==> config.mk <==
export PLATFORM = sky130hd
export DESIGN_NAME = sd_cmd_tx
export DESIGN_NICKNAME = d
export VERILOG_FILES = /design/src/rtl/sd_cmd_tx.sv
export SDC_FILE = /design/constraint.sdc
export NUM_CORES = 1
export LEC_CHECK = 0
export BUFFER_PORTS_ARGS = -buffer_cell sky130_fd_sc_hd__buf_2
export CAP_MARGIN = 30
export CORE_AREA = 4 4 93 95
export CTS_CLUSTER_SIZE = 20
export DETAILED_ROUTE_END_ITERATION = 10
export DIE_AREA = 0 0 97 99
export GPL_ROUTABILITY_DRIVEN = 0
export PLACE_DENSITY = 0.75
export SLEW_MARGIN = 20
export SYNTH_ARGS = -nofsm -noshare
export SYNTH_HDL_FRONTEND = slang
export SYNTH_SLANG_ARGS = --single-unit
==> constraint.sdc <==
create_clock -name CLK -period 1.9 [get_ports CLK]
set_clock_uncertainty 0.2 [all_clocks]
set_input_delay 0.38 -clock CLK [delete_from_list [all_inputs] [get_ports CLK]]
set_output_delay 0.38 -clock CLK [all_outputs]
set_load 0.01 [all_outputs]
==> src/rtl/sd_cmd_tx.sv <==
// SD-card CMD-line frame serialiser: start, transmission, index, argument, CRC7, end bit.
// Every bit is held for DIV system clocks; the CRC7 is built on the fly while the header shifts out.
module sd_cmd_tx #(
  parameter int unsigned DIV = 2
) (
  input  logic        CLK,
  input  logic        RST,
  input  logic        start,
  input  logic [5:0]  cmd_index,
  input  logic [31:0] cmd_arg,
  output logic        busy,
  output logic        done,
  output logic        cmd_out,
  output logic        cmd_oe,
  output logic [6:0]  crc_out
);

  localparam logic [7:0] DivLast = 8'(DIV - 1);

  typedef enum logic [1:0] {StIdle, StHdr, StCrc, StStop} state_e;

  state_e      state_q;
  logic [7:0]  div_q;
  logic [5:0]  bit_q;
  logic [39:0] shreg_q;
  logic [6:0]  crc_q;
  logic [5:0]  crc_sh_q;

  logic       adv;
  logic       inv;
  logic [6:0] crc_nxt;

  always_comb begin
    adv     = (div_q == DivLast);
    inv     = shreg_q[39] ^ crc_q[6];
    crc_nxt = {crc_q[5:3], crc_q[2] ^ inv, crc_q[1:0], inv};
  end

  always_ff @(posedge CLK) begin
    if (!RST) begin
      state_q  <= StIdle;
      div_q    <= '0;
      bit_q    <= '0;
      shreg_q  <= '0;
      crc_q    <= '0;
      crc_sh_q <= '0;
      busy     <= 1'b0;
      done     <= 1'b0;
      cmd_out  <= 1'b1;
      cmd_oe   <= 1'b0;
      crc_out  <= '0;
    end else begin
      done <= 1'b0;
      if (state_q != StIdle) div_q <= adv ? 8'd0 : div_q + 8'd1;
      case (state_q)
        StIdle: begin
          if (start) begin
            shreg_q <= {2'b01, cmd_index, cmd_arg};
            crc_q   <= '0;
            div_q   <= '0;
            bit_q   <= '0;
            busy    <= 1'b1;
            cmd_oe  <= 1'b1;
            cmd_out <= 1'b0;
            state_q <= StHdr;
          end
        end
        StHdr: begin
          if (adv) begin
            crc_q   <= crc_nxt;
            shreg_q <= {shreg_q[38:0], 1'b0};
            bit_q   <= bit_q + 6'd1;
            if (bit_q == 6'd39) begin
              // Final CRC is known here, so the first CRC bit follows without a gap.
              crc_sh_q <= crc_nxt[5:0];
              crc_out  <= crc_nxt;
              cmd_out  <= crc_nxt[6];
              state_q  <= StCrc;
            end else begin
              cmd_out <= shreg_q[38];
            end
          end
        end
        StCrc: begin
          if (adv) begin
            bit_q    <= bit_q + 6'd1;
            crc_sh_q <= {crc_sh_q[4:0], 1'b0};
            if (bit_q == 6'd46) begin
              cmd_out <= 1'b1;
              state_q <= StStop;
            end else begin
              cmd_out <= crc_sh_q[5];
            end
          end
        end
        StStop: begin
          if (adv) begin
            bit_q   <= '0;
            busy    <= 1'b0;
            cmd_oe  <= 1'b0;
            cmd_out <= 1'b1;
            done    <= 1'b1;
            state_q <= StIdle;
          end
        end
        default: state_q <= StIdle;
      endcase
    end
  end

endmodule

After elaboration in Yosys (flattened, before gate mapping)
Cells that the tools add are included.
Storage, ports and cells
  flip-flop bits (word level): 79
  latch bits: 0
  bits in writable memories: 0
  memory bits (read-only): 0
  memories: 0
Cells by class
  add/sub/neg operators: 2
  $mul: 0
  div/mod/pow operators: 0
  $lt $le $gt $ge: 0
  eq/ne operators: 13
  shifts and indexed selects: 0
  mux-type cells: 36
  bitwise operators: 2
  reduce and logical (&&, ||, !) cells: 14
Operators by type and width (count)
  2-to-1 mux 40 bit: 2
  one-hot mux 40 bit (2 select lines): 1
  2-to-1 mux 6 bit: 6
  2-to-1 mux 8 bit: 4
  one-hot mux 6 bit (3 select lines): 1
  2-to-1 mux 7 bit: 2
  one-hot mux 7 bit (2 select lines): 1
  equality test 6 bit, second input constant: 2
  2-to-1 mux 2 bit: 6
  inequality test 2 bit, second input constant: 6
  one-hot mux 6 bit (2 select lines): 1
  AND reduction 3 bit: 4
  2-to-1 mux 1 bit: 9
  adder 8 x 1 -> 8 bit, second input constant: 1
  equality test 8 x 1 -> 1 bit, second input constant: 1
  one-hot mux 2 bit (4 select lines): 1
  AND reduction 4 bit: 2
  nonzero test 2 bit: 4
  adder 6 x 1 -> 6 bit, second input constant: 1
  AND reduction 6 bit: 1
  equality test 2 bit, second input constant: 2
  one-hot mux 1 bit (4 select lines): 1
  equality test 2 x 1 -> 1 bit, second input constant: 1
  zero test 2 bit: 1
  5 further kinds: 6

Longest topological paths before layout
Gate-level depths: netlist of run 1.
  depth after elaboration: 5
  gate-level depth with buffers: 8
  depth with buffers taken out: 6

Least setup slack after synthesis of run 1
OpenSTA, ideal clock, no wires.
  path kind: register to register
  start: register state_q[1]
  end: register shreg_q[10]
  library setup time: 116 ps
  arrival: 1663 ps
  required time: 1584 ps
  setup slack: -79 ps
  stages on the path, launching flop included: 8
  path buffers: 2
  period minus slack after synthesis: 1979 ps
  path through: dfxtp_1 -> inv_1 -> ha_1 -> buf_2 -> buf_1 -> mux2i_1 -> nand3_1 -> o211a_1
Between the ends
  cells in the longest elaborated chain, start to end: 3
Ends and longest elaborated chain
  from (decl): RTL line 22  | state_e state_q;
  from (signal assigned): RTL line 41  | state_q <= StIdle;
  from (signal assigned): RTL line 65  | state_q <= StHdr;
  from (signal assigned): RTL line 78  | state_q <= StCrc;
  equality test 2 x 1 -> 1 bit / zero test 2 bit (equally long branches): RTL line 55  | case (state_q)
  inequality test 2 bit (no line) / nonzero test 2 bit (equally long branches)
  AND reduction 3 bit (no line)
  to (signal assigned): RTL line 58  | shreg_q <= {2'b01, cmd_index, cmd_arg};
  to (signal assigned): RTL line 71  | shreg_q <= {shreg_q[38:0], 1'b0};
  to (decl): RTL line 25  | logic [39:0] shreg_q;
Parallel ways exist; a longest one is shown, timed or not.
A chain may end at the register's enable or synchronous reset.

Final worst setup path of run 1
  start: register state_q[0]
  end: register crc_sh_q[4]
Between the ends
  cells in the longest elaborated chain, start to end: 3
Ends and longest elaborated chain
  equality test 2 x 1 -> 1 bit / equality test 2 bit (equally long branches): RTL line 55
  inequality test 2 bit (no line) / nonzero test 2 bit (equally long branches)
  AND reduction 4 bit (no line)
  to (signal assigned): RTL line 75  | crc_sh_q <= crc_nxt[5:0];
  to (signal assigned): RTL line 87  | crc_sh_q <= {crc_sh_q[4:0], 1'b0};
  to (decl): RTL line 27  | logic [5:0] crc_sh_q;
Parallel ways exist; a longest one is shown, timed or not.

==> flow_metrics.py, run 1 <==
metrics = {
    "pwr": {
        "combPwrFrac_pct": 52.9,
        "seqPwrFrac_pct": 29.1,
        "p_clk_share_pct": 18.0,
        "p_leak_nw": 2.37,
        "p_sw_w": 0.00287,
        "power_density_mw_per_mm2": 1510,
        "p_sw_share_pct": 37.6,
        "p_int_w": 0.00477,
        "ir_worst_vdd_mv": 0.748,
    },
    "setup_path": {
        "critPathKind": "reg -> reg",
        "required_ps": 1990,
        "critPathArrivalTime_ps": 2040,
        "crit_path_max_fanout": 8,
        "cp-start-kind": "flop",
        "worstSetupEndpointType": "flop",
        "reg2reg_depth": 8,
    },
    "logic_synthesis": {
        "synth_area_leaders": "dfxtp_1 39%, mux2i_1 11%, o211a_1 9.7%",
        "synthesis.nets": 454,
        "synth-seq-cells": 79,
        "ys_seq_area_share_pct": 39.5,
        "syn_inst": 405,
        "synth_top_area_cell": "dfxtp_1",
        "synth.distinct_cells": 56,
        "synth_top_area_share_pct": 39.5,
        "synthArstFlopShare_pct": 0,
        "synth-edff-count": 0,
        "synth_ff_type": "dfxtp_1",
        "ys.warnings.count": 0,
        "syn_avg_cell_area_um2": 9.89,
        "synth_area_mm2": 0.00401,
    },
    "cells_and_area": {
        "antenna_cells": 0,
        "multiInputGateArea_mm2": 0.00234,
        "drive_above_1_share_pct": 34.2,
        "final_cell_mix": "75 x dfxtp_1, 51 x buf_2, 47 x nand3_1, 44 x mux2i_1, 39 x o211a_1",
        "final_common_cell": "dfxtp_1",
        "area_growth_pct": 26.1,
        "fillers": 616,
        "ff_latch_area_mm2": 0.00159,
        "fin_nets": 530,
        "final_util_pct": 65.4,
    },
    "global_route": {
        "grt_util_all_layers_pct": 18.8,
        "grt_pass1_vias": 3292,
        "grt_pass1_wl_um": 15200,
        "antenna_found_initial": 0,
        "grt_max_degree": 61,
        "grt_overflow": 0,
    },
    "die": {
        "initial_core_util_pct": 51.8,
        "io_pins": 52,
        "fp.dieW_um": 97,
        "rows": 32,
        "die-area_mm2": 0.00960,
        "core_mm2": 0.00773,
        "die_y_um": 99,
    },
    "sta": {
        "slew_headroom_pct": 73.6,
        "fmax_mhz": 512,
        "setup_violations": 46,
        "worst_slew_pin_slew_ps": 395,
        "rsz0062_at_grt": "true",
        "min_period_ps": 1950,
        "worst_slack_ps": -54.7,
        "tns_ps": -1110,
        "hold_violations": 0,
        "drv_slew": 0,
        "fin_crit_sh_pct": 103,
    },
    "clocking": {
        "clkTransAtPathRegs_ps": 80,
        "root_buffer": "clkbuf_8",
        "cts_tree": "yes",
        "clockBufferDepth": 2,
        "worstSkewPairLatency_ps": 360,
        "cts.sinks": 79,
        "h-tree-depth": 3,
        "cts_made_buffers": 9,
    },
    "place": {
        "numPortBuffers": 51,
        "hpwl_um": 6100,
        "dp_slack_ps": -91.5,
    },
    "routing": {
        "first_pass_iters": 4,
        "vias_per_cell": 5.78,
        "drtIter0Drc": 171,
        "drcViolationCount": 0,
        "ant_nets": 0,
        "post_drt_wl_per_cell_um": 16.1,
        "num_vias": 3396,
        "routed_wl_um": 9490,
    },
    "outcome": {
        "violations": "setup timing",
        "status": "finished with violations",
    },
    "worst_hold_path": {
        "hp-class": "in -> reg",
        "hold_depth": 2,
    },
    "flow_run": {
        "drv_cap": 0,
    },
}
## final cells by class
class	instances	share of cell area [%]
clock buffers	11	2.60
clock inverters	5	1.61
inverters	6	0.446
multi-input cells	283	46.3
flip-flops and latches	79	31.4
well taps	102	2.53
repair buffers	102	15.1
## stage by stage
step                      power [W]  hold WS [ps]  instances  instance area, µm²
after floorplan             0.00467           235        405                4010
after global placement      0.00548           241        565                4560
after detailed placement    0.00558           258        565                4560
after CTS                   0.00707           129        581                4830
after global routing        0.00811           143        588                5050
final                       0.00764           136        588                5050
## synthesized netlist by cell type (8+ instances only)
| cell | count |
|---|---|
| ha_1 | 8 |
| a21boi_0 | 10 |
| a21oi_1 | 15 |
| clkbuf_1 | 15 |
| nand2_1 | 24 |
| a32o_1 | 8 |
| o211a_1 | 39 |
| nand3_1 | 49 |
| o21ai_0 | 13 |
| dfxtp_1 | 79 |
| buf_2 | 9 |
| mux2i_1 | 44 |
## power groups by stage
stage	logic, W	registers, W	clock network (W)
after floorplan	0.00247	0.00220	0
after global placement	0.00326	0.00222	0
after detailed placement	0.00334	0.00224	0
after CTS	0.00345	0.00221	0.00141
after global routing	0.00436	0.00226	0.00149
final	0.00404	0.00222	0.00138
## registers in the layout (all words and copies together) (netlist names)
signal,count
div_q,8
state_q,2
done,1
bit_q,6
cmd_oe,1
cmd_out,1
crc_sh_q,6
crc_q,7
shreg_q,40
crc_out,7
## cell families after synthesis
group,share of synthesized area (%)
simple gates,15.9
fa+ha+maj,2.50
compound gates,22.8
buf+inv,5.84
xor+xnor,1.03
flops,39.5
mux,12.4
## per-layer routing
layer  GRT usage (%)  share of wire (%)  up-vias
met5               0                  0        -
met4            5.18                1.5        0
met3            5.17                4.9       11
met2            30.6                 49       87
met1            24.5                 45     1625
li1                -                  -     1673
## worst max-delay path, stage by stage (launching register included)
cell     delay, ps
dfxtp_2        360
inv_2           90
buf_4          110
ha_2           240
buf_4          190
nor2_1          50
a21oi_1        210
a21bo_4        230
mux2i_1        200
## worst paths after layout
check,from,endpoint,slack (ps)
worst max register to register,state_q[0],crc_sh_q[4],-50
worst min-delay path,RST,cmd_out,140
worst max-delay path,state_q[0],crc_sh_q[4],-50
worst min register to register,crc_sh_q[0],crc_sh_q[0],270
## what timing repair did
| action | in CTS | in global routing |
|---|---|---|
| gates resized for setup | 16 | 41 |
| buffers inserted | 0 | 4 |
| gates cloned | 0 | 3 |
| endpoints found under the hold margin | 0 | 0 |
| hold buffers | 0 | 0 |
| endpoints found under the setup margin | 40 | 71 |
| pin swaps | 7 | 8 |
No activity file was read; power rests on OpenSTA's default activity.
==> inputs of run 2 (changes only) <==
- RECOVER_POWER: unset -> 100
==> flow_metrics.py, run 2 (synthesis results as in run 1) <==
metrics = {
    "setup_path": {
        "cp-start-kind": "flop",
        "critPathKind": "reg -> reg",
        "required_ps": 2000,
        "reg2reg_depth": 8,
        "critPathArrivalTime_ps": 2050,
        "crit_path_start": "div_q[1]",
        "worstSetupEndpointType": "flop",
        "r2r_start": "div_q[1]",
        "crit_path_max_fanout": 7,
        "r2r_slack_ps": -50,
        "reg2reg_to": "shreg_q[5]",
    },
    "worst_hold_path": {
        "hold_end": "cmd_out",
        "hold_depth": 2,
        "hp-class": "in -> reg",
        "hp-start": "RST",
    },
    "pwr": {
        "ir_worst_vdd_mv": 0.750,
        "power_density_mw_per_mm2": 1520,
        "p_total_w": 0.00764,
        "p_leak_nw": 2.33,
    },
    "clocking": {
        "h-tree-depth": 3,
        "clockBufferDepth": 2,
        "cts_made_buffers": 9,
        "root_buffer": "clkbuf_8",
        "clkTransAtPathRegs_ps": 80,
        "cts.sinks": 79,
        "worstSkewPairLatency_ps": 360,
        "cts_tree": "yes",
        "ctsHoldBuffers": 0,
    },
    "global_route": {
        "grt_pass1_wl_um": 15200,
        "antenna_found_initial": 0,
        "grt_max_degree": 61,
        "grt_pass1_vias": 3292,
        "grt_overflow": 0,
        "grt_util_all_layers_pct": 18.8,
    },
    "die": {
        "die-area_mm2": 0.00960,
        "fp.dieW_um": 97,
        "die_y_um": 99,
        "rows": 32,
        "core_mm2": 0.00773,
        "initial_core_util_pct": 51.8,
        "io_pins": 52,
    },
    "place": {
        "dp_slack_ps": -91.5,
        "numPortBuffers": 51,
        "hpwl_um": 6100,
        "postPlaceCellArea_mm2": 0.00456,
    },
    "routing": {
        "drtIter0Drc": 183,
        "num_vias": 3411,
        "vias_per_cell": 5.80,
        "first_pass_iters": 4,
        "routed_wl_um": 9520,
        "post_drt_wl_per_cell_um": 16.2,
        "ant_nets": 0,
        "drcViolationCount": 0,
    },
    "cells_and_area": {
        "antenna_cells": 0,
        "regMostFlops": "shreg_q",
        "fin_nets": 530,
        "area_growth_pct": 25.8,
        "final_cell_area_mm2": 0.00504,
        "drive_above_1_share_pct": 31.9,
        "final_common_cell": "dfxtp_1",
        "final_util_pct": 65.2,
        "reg_top3": "shreg_q x40, div_q x8",
        "largest_register_ffs": 40,
        "final_cell_mix": "75 x dfxtp_1, 47 x nand3_1, 44 x mux2i_1, 40 x buf_2, 39 x o211a_1",
    },
    "sta": {
        "hold_violations": 0,
        "drv_slew": 0,
        "rsz0062_at_grt": "true",
        "worst_slack_ps": -53.3,
        "fin_crit_sh_pct": 103,
        "setup_violations": 46,
        "tns_ps": -1150,
        "slew_headroom_pct": 73.5,
        "worst_slew_pin_slew_ps": 396,
        "min_period_ps": 1950,
        "fmax_mhz": 512,
    },
    "outcome": {
        "violations": "setup timing",
        "status": "finished with violations",
    },
    "flow_run": {
        "drv_cap": 0,
    },
}
==> run 2: changes by cell type in the layout (fill, tap and decap cells not counted), sizes merged <==
cell and delta:
clkbuf +11, buf -11
==> run 2: per-layer routing <==
metal  up-vias  track usage [%]  part of all wire [%]
li1       1669                -                     -
met1      1643             24.5                    45
met2        88             30.6                    49
met3        11             5.17                   4.8
met4         0             5.18                   1.4
met5         -                0                     0
==> run 2: worst max-delay path by stage <==
| stage | endpoint | slack (ps) |
|---|---|---|
| after floorplan | shreg_q[18] | 10 |
| after global placement | state_q[1] | -10 |
| after detailed placement | bit_q[5] | -90 |
| after CTS | state_q[1] | -50 |
| after global routing | state_q[1] | -130 |
| final | shreg_q[5] | -50 |
==> run 2: report_power, final <==
group / leakage [nW] / switching, W / internal (W) / total (W)
Clock: 0.104 / 0.000635 / 0.000744 / 0.00138
Sequential: 0.648 / 0.000207 / 0.00202 / 0.00222
Combinational: 1.58 / 0.00204 / 0.00200 / 0.00404
==> run 2: final cells by class <==
class | instances | area (µm²)
well taps | 102 | 128
multi-input cells | 283 | 2340
inverters | 6 | 22.5
flip-flops and latches | 79 | 1590
fillers | 619 | 2690
clock inverters | 5 | 81.3
clock buffers | 11 | 131
repair buffers | 102 | 751
==> run 2: what timing repair did <==
action | 4_1_cts | 5_1_grt
cloned | 0 | 3
setup buffers | 0 | 4
pin swaps | 7 | 8
gates resized for setup | 16 | 41
setup endpoints to repair | 40 | 71
==> run 2: stage by stage <==
step	hold WS, ps	std cells
2_1_floorplan	235	405
3_3_place_gp	241	565
3_5_place_dp	258	565
4_1_cts	129	581
5_1_grt	143	588
6_report	136	588
==> run 2: worst max-delay path, stage by stage (launching register included) <==
cell,delay (ps)
dfxtp_2,330
inv_2,70
ha_4,120
nor4b_4,270
buf_4,180
a31o_4,170
and2_4,230
clkbuf_16,180
o211a_1,140
==> inputs of run 3 (changes only) <==
- SKIP_CTS_REPAIR_TIMING: unset -> 1
==> flow_metrics.py, run 3 (synthesis results as in run 1) <==
metrics = {
    "cells_and_area": {
        "regMostFlops": "shreg_q",
        "stdcell_count": 587,
        "final_cell_mix": "76 x dfxtp_1, 48 x nand3_1, 44 x mux2i_1, 40 x buf_2, 39 x o211a_1",
        "largest_register_ffs": 40,
        "final_common_cell": "dfxtp_1",
        "area_growth_pct": 25.6,
        "drive_above_1_share_pct": 30.3,
        "antenna_cells": 0,
        "fin_nets": 529,
        "reg_top3": "shreg_q x40, div_q x8",
    },
    "pwr": {
        "ir_worst_vdd_mv": 0.811,
        "p_clk_share_pct": 18.1,
        "seqPwrFrac_pct": 29.1,
        "combPwrFrac_pct": 52.8,
        "p_int_w": 0.00476,
        "p_total_w": 0.00762,
        "p_leak_nw": 2.34,
        "p_sw_w": 0.00286,
        "p_sw_share_pct": 37.6,
        "power_density_mw_per_mm2": 1520,
    },
    "global_route": {
        "grt_util_all_layers_pct": 18.6,
        "grt_overflow": 0,
        "grt_max_degree": 61,
        "grt_pass1_wl_um": 15100,
        "antenna_found_initial": 0,
        "grt_pass1_vias": 3292,
    },
    "die": {
        "fp.dieW_um": 97,
        "initial_core_util_pct": 51.8,
        "core_mm2": 0.00773,
        "die-area_mm2": 0.00960,
        "rows": 32,
        "die_y_um": 99,
        "io_pins": 52,
    },
    "routing": {
        "drtIter0Drc": 137,
        "ant_nets": 0,
        "routed_wl_um": 9620,
        "first_pass_iters": 5,
        "post_drt_wl_per_cell_um": 16.4,
        "vias_per_cell": 5.81,
        "num_vias": 3410,
        "drcViolationCount": 0,
    },
    "clocking": {
        "worstSkewPairLatency_ps": 360,
        "clockBufferDepth": 2,
        "h-tree-depth": 3,
        "root_buffer": "clkbuf_8",
        "clkTransAtPathRegs_ps": 80,
        "cts_tree": "yes",
        "cts.sinks": 79,
        "cts_made_buffers": 9,
    },
    "setup_path": {
        "worstSetupEndpointType": "flop",
        "critPathKind": "reg -> reg",
        "cp_slowest_stage_delay_ps": 340,
        "critical_path_buf_inv_count": 3,
        "critPathArrivalTime_ps": 2020,
        "crit_path_max_fanout": 7,
        "required_ps": 1960,
        "cp-start-kind": "flop",
        "worstPathCellList": "inv_2 > ha_4 > nor4b_4 > buf_4 > a31o_4 > and2_4 > buf_12 > o221a_2",
        "slowest_stage": "dfxtp_2",
        "critPathTopFamily": "compound AO/OA/AOI/OAI gates",
    },
    "sta": {
        "drv_slew": 0,
        "slew_headroom_pct": 79.4,
        "fin_crit_sh_pct": 103,
        "min_period_ps": 1960,
        "rsz0062_at_grt": "true",
        "worst_slack_ps": -59.5,
        "setup_violations": 49,
        "fmax_mhz": 510,
        "worst_slew_pin_slew_ps": 308,
        "hold_violations": 0,
    },
    "place": {
        "numPortBuffers": 51,
        "hpwl_um": 6100,
        "dp_cells": 565,
    },
    "outcome": {
        "status": "finished with violations",
        "violations": "setup timing",
    },
    "flow_run": {
        "drv_cap": 0,
    },
    "worst_hold_path": {
        "hp-class": "in -> reg",
    },
}
==> run 3: cell types whose count changed in the layout (fill, tap and decap cells not counted), sizes merged <==
cell | before | now
buf | 89 | 87
clkbuf | 24 | 25
==> run 3: metrics by stage <==
step                      TNS, ps  worst slack, ps  utilization [%]  hold slack (ps)  cell area [µm²]
after detailed placement     -656            -91.5             59.1              258             4560
after CTS                   -1300             -115             61.8              129             4780
after global placement      -72.3            -10.5             59.1              241             4560
after floorplan                 0             13.5                -              235             4010
after global routing        -4850             -120             65.1              145             5030
final                       -1340            -59.5             65.1              133             5030
==> run 3: path summary, 6_finish.rpt <==
| path | startpoint | end | slack [ps] | cells after the start |
|---|---|---|---|---|
| worst max-delay path | div_q[1] | shreg_q[38] | -60 | 8 |
| worst min-delay path | RST | cmd_out | 130 | 2 |
| worst max register to register | div_q[1] | shreg_q[38] | -60 | 8 |
| worst min register to register | crc_sh_q[0] | crc_sh_q[0] | 270 | 2 |
==> run 3: worst reg2reg max path, delay by kind of cell (launching register included) <==
kind / cells / cell delay, ps
fa+ha+maj: 1 / 140
simple gates: 2 / 340
flops: 1 / 340
compound gates: 2 / 490
buf+inv: 3 / 340
==> run 3: metal layers <==
metal | vias up | GRT usage, % | routed length, µm | share of wire (%)
li1 | 1672 | - | - | -
met5 | - | 0 | 0 | 0
met2 | 91 | 30.6 | 4680 | 49
met1 | 1629 | 24.0 | 4290 | 45
met4 | 0 | 5.08 | 199 | 2.1
met3 | 18 | 5.17 | 444 | 4.6
==> run 3: power groups by stage <==
stage / Clock [W] / Combinational [W] / Sequential, W
global route: 0.00148 / 0.00436 / 0.00226
finish: 0.00138 / 0.00402 / 0.00222
global placement: 0 / 0.00326 / 0.00222
CTS: 0.00141 / 0.00335 / 0.00220
detailed placement: 0 / 0.00334 / 0.00224
floorplan: 0 / 0.00247 / 0.00220
==> run 3: area by class of cell <==
| cell class | instances | area (µm²) |
|---|---|---|
| Sequential cell | 79 | 1590 |
| Multi-Input combinational cell | 283 | 2310 |
| Tap cell | 102 | 128 |
| Clock inverter | 5 | 81.3 |
| Timing Repair Buffer | 101 | 773 |
| Fill cell | 624 | 2700 |
| Clock buffer | 11 | 131 |
| Inverter | 6 | 22.5 |
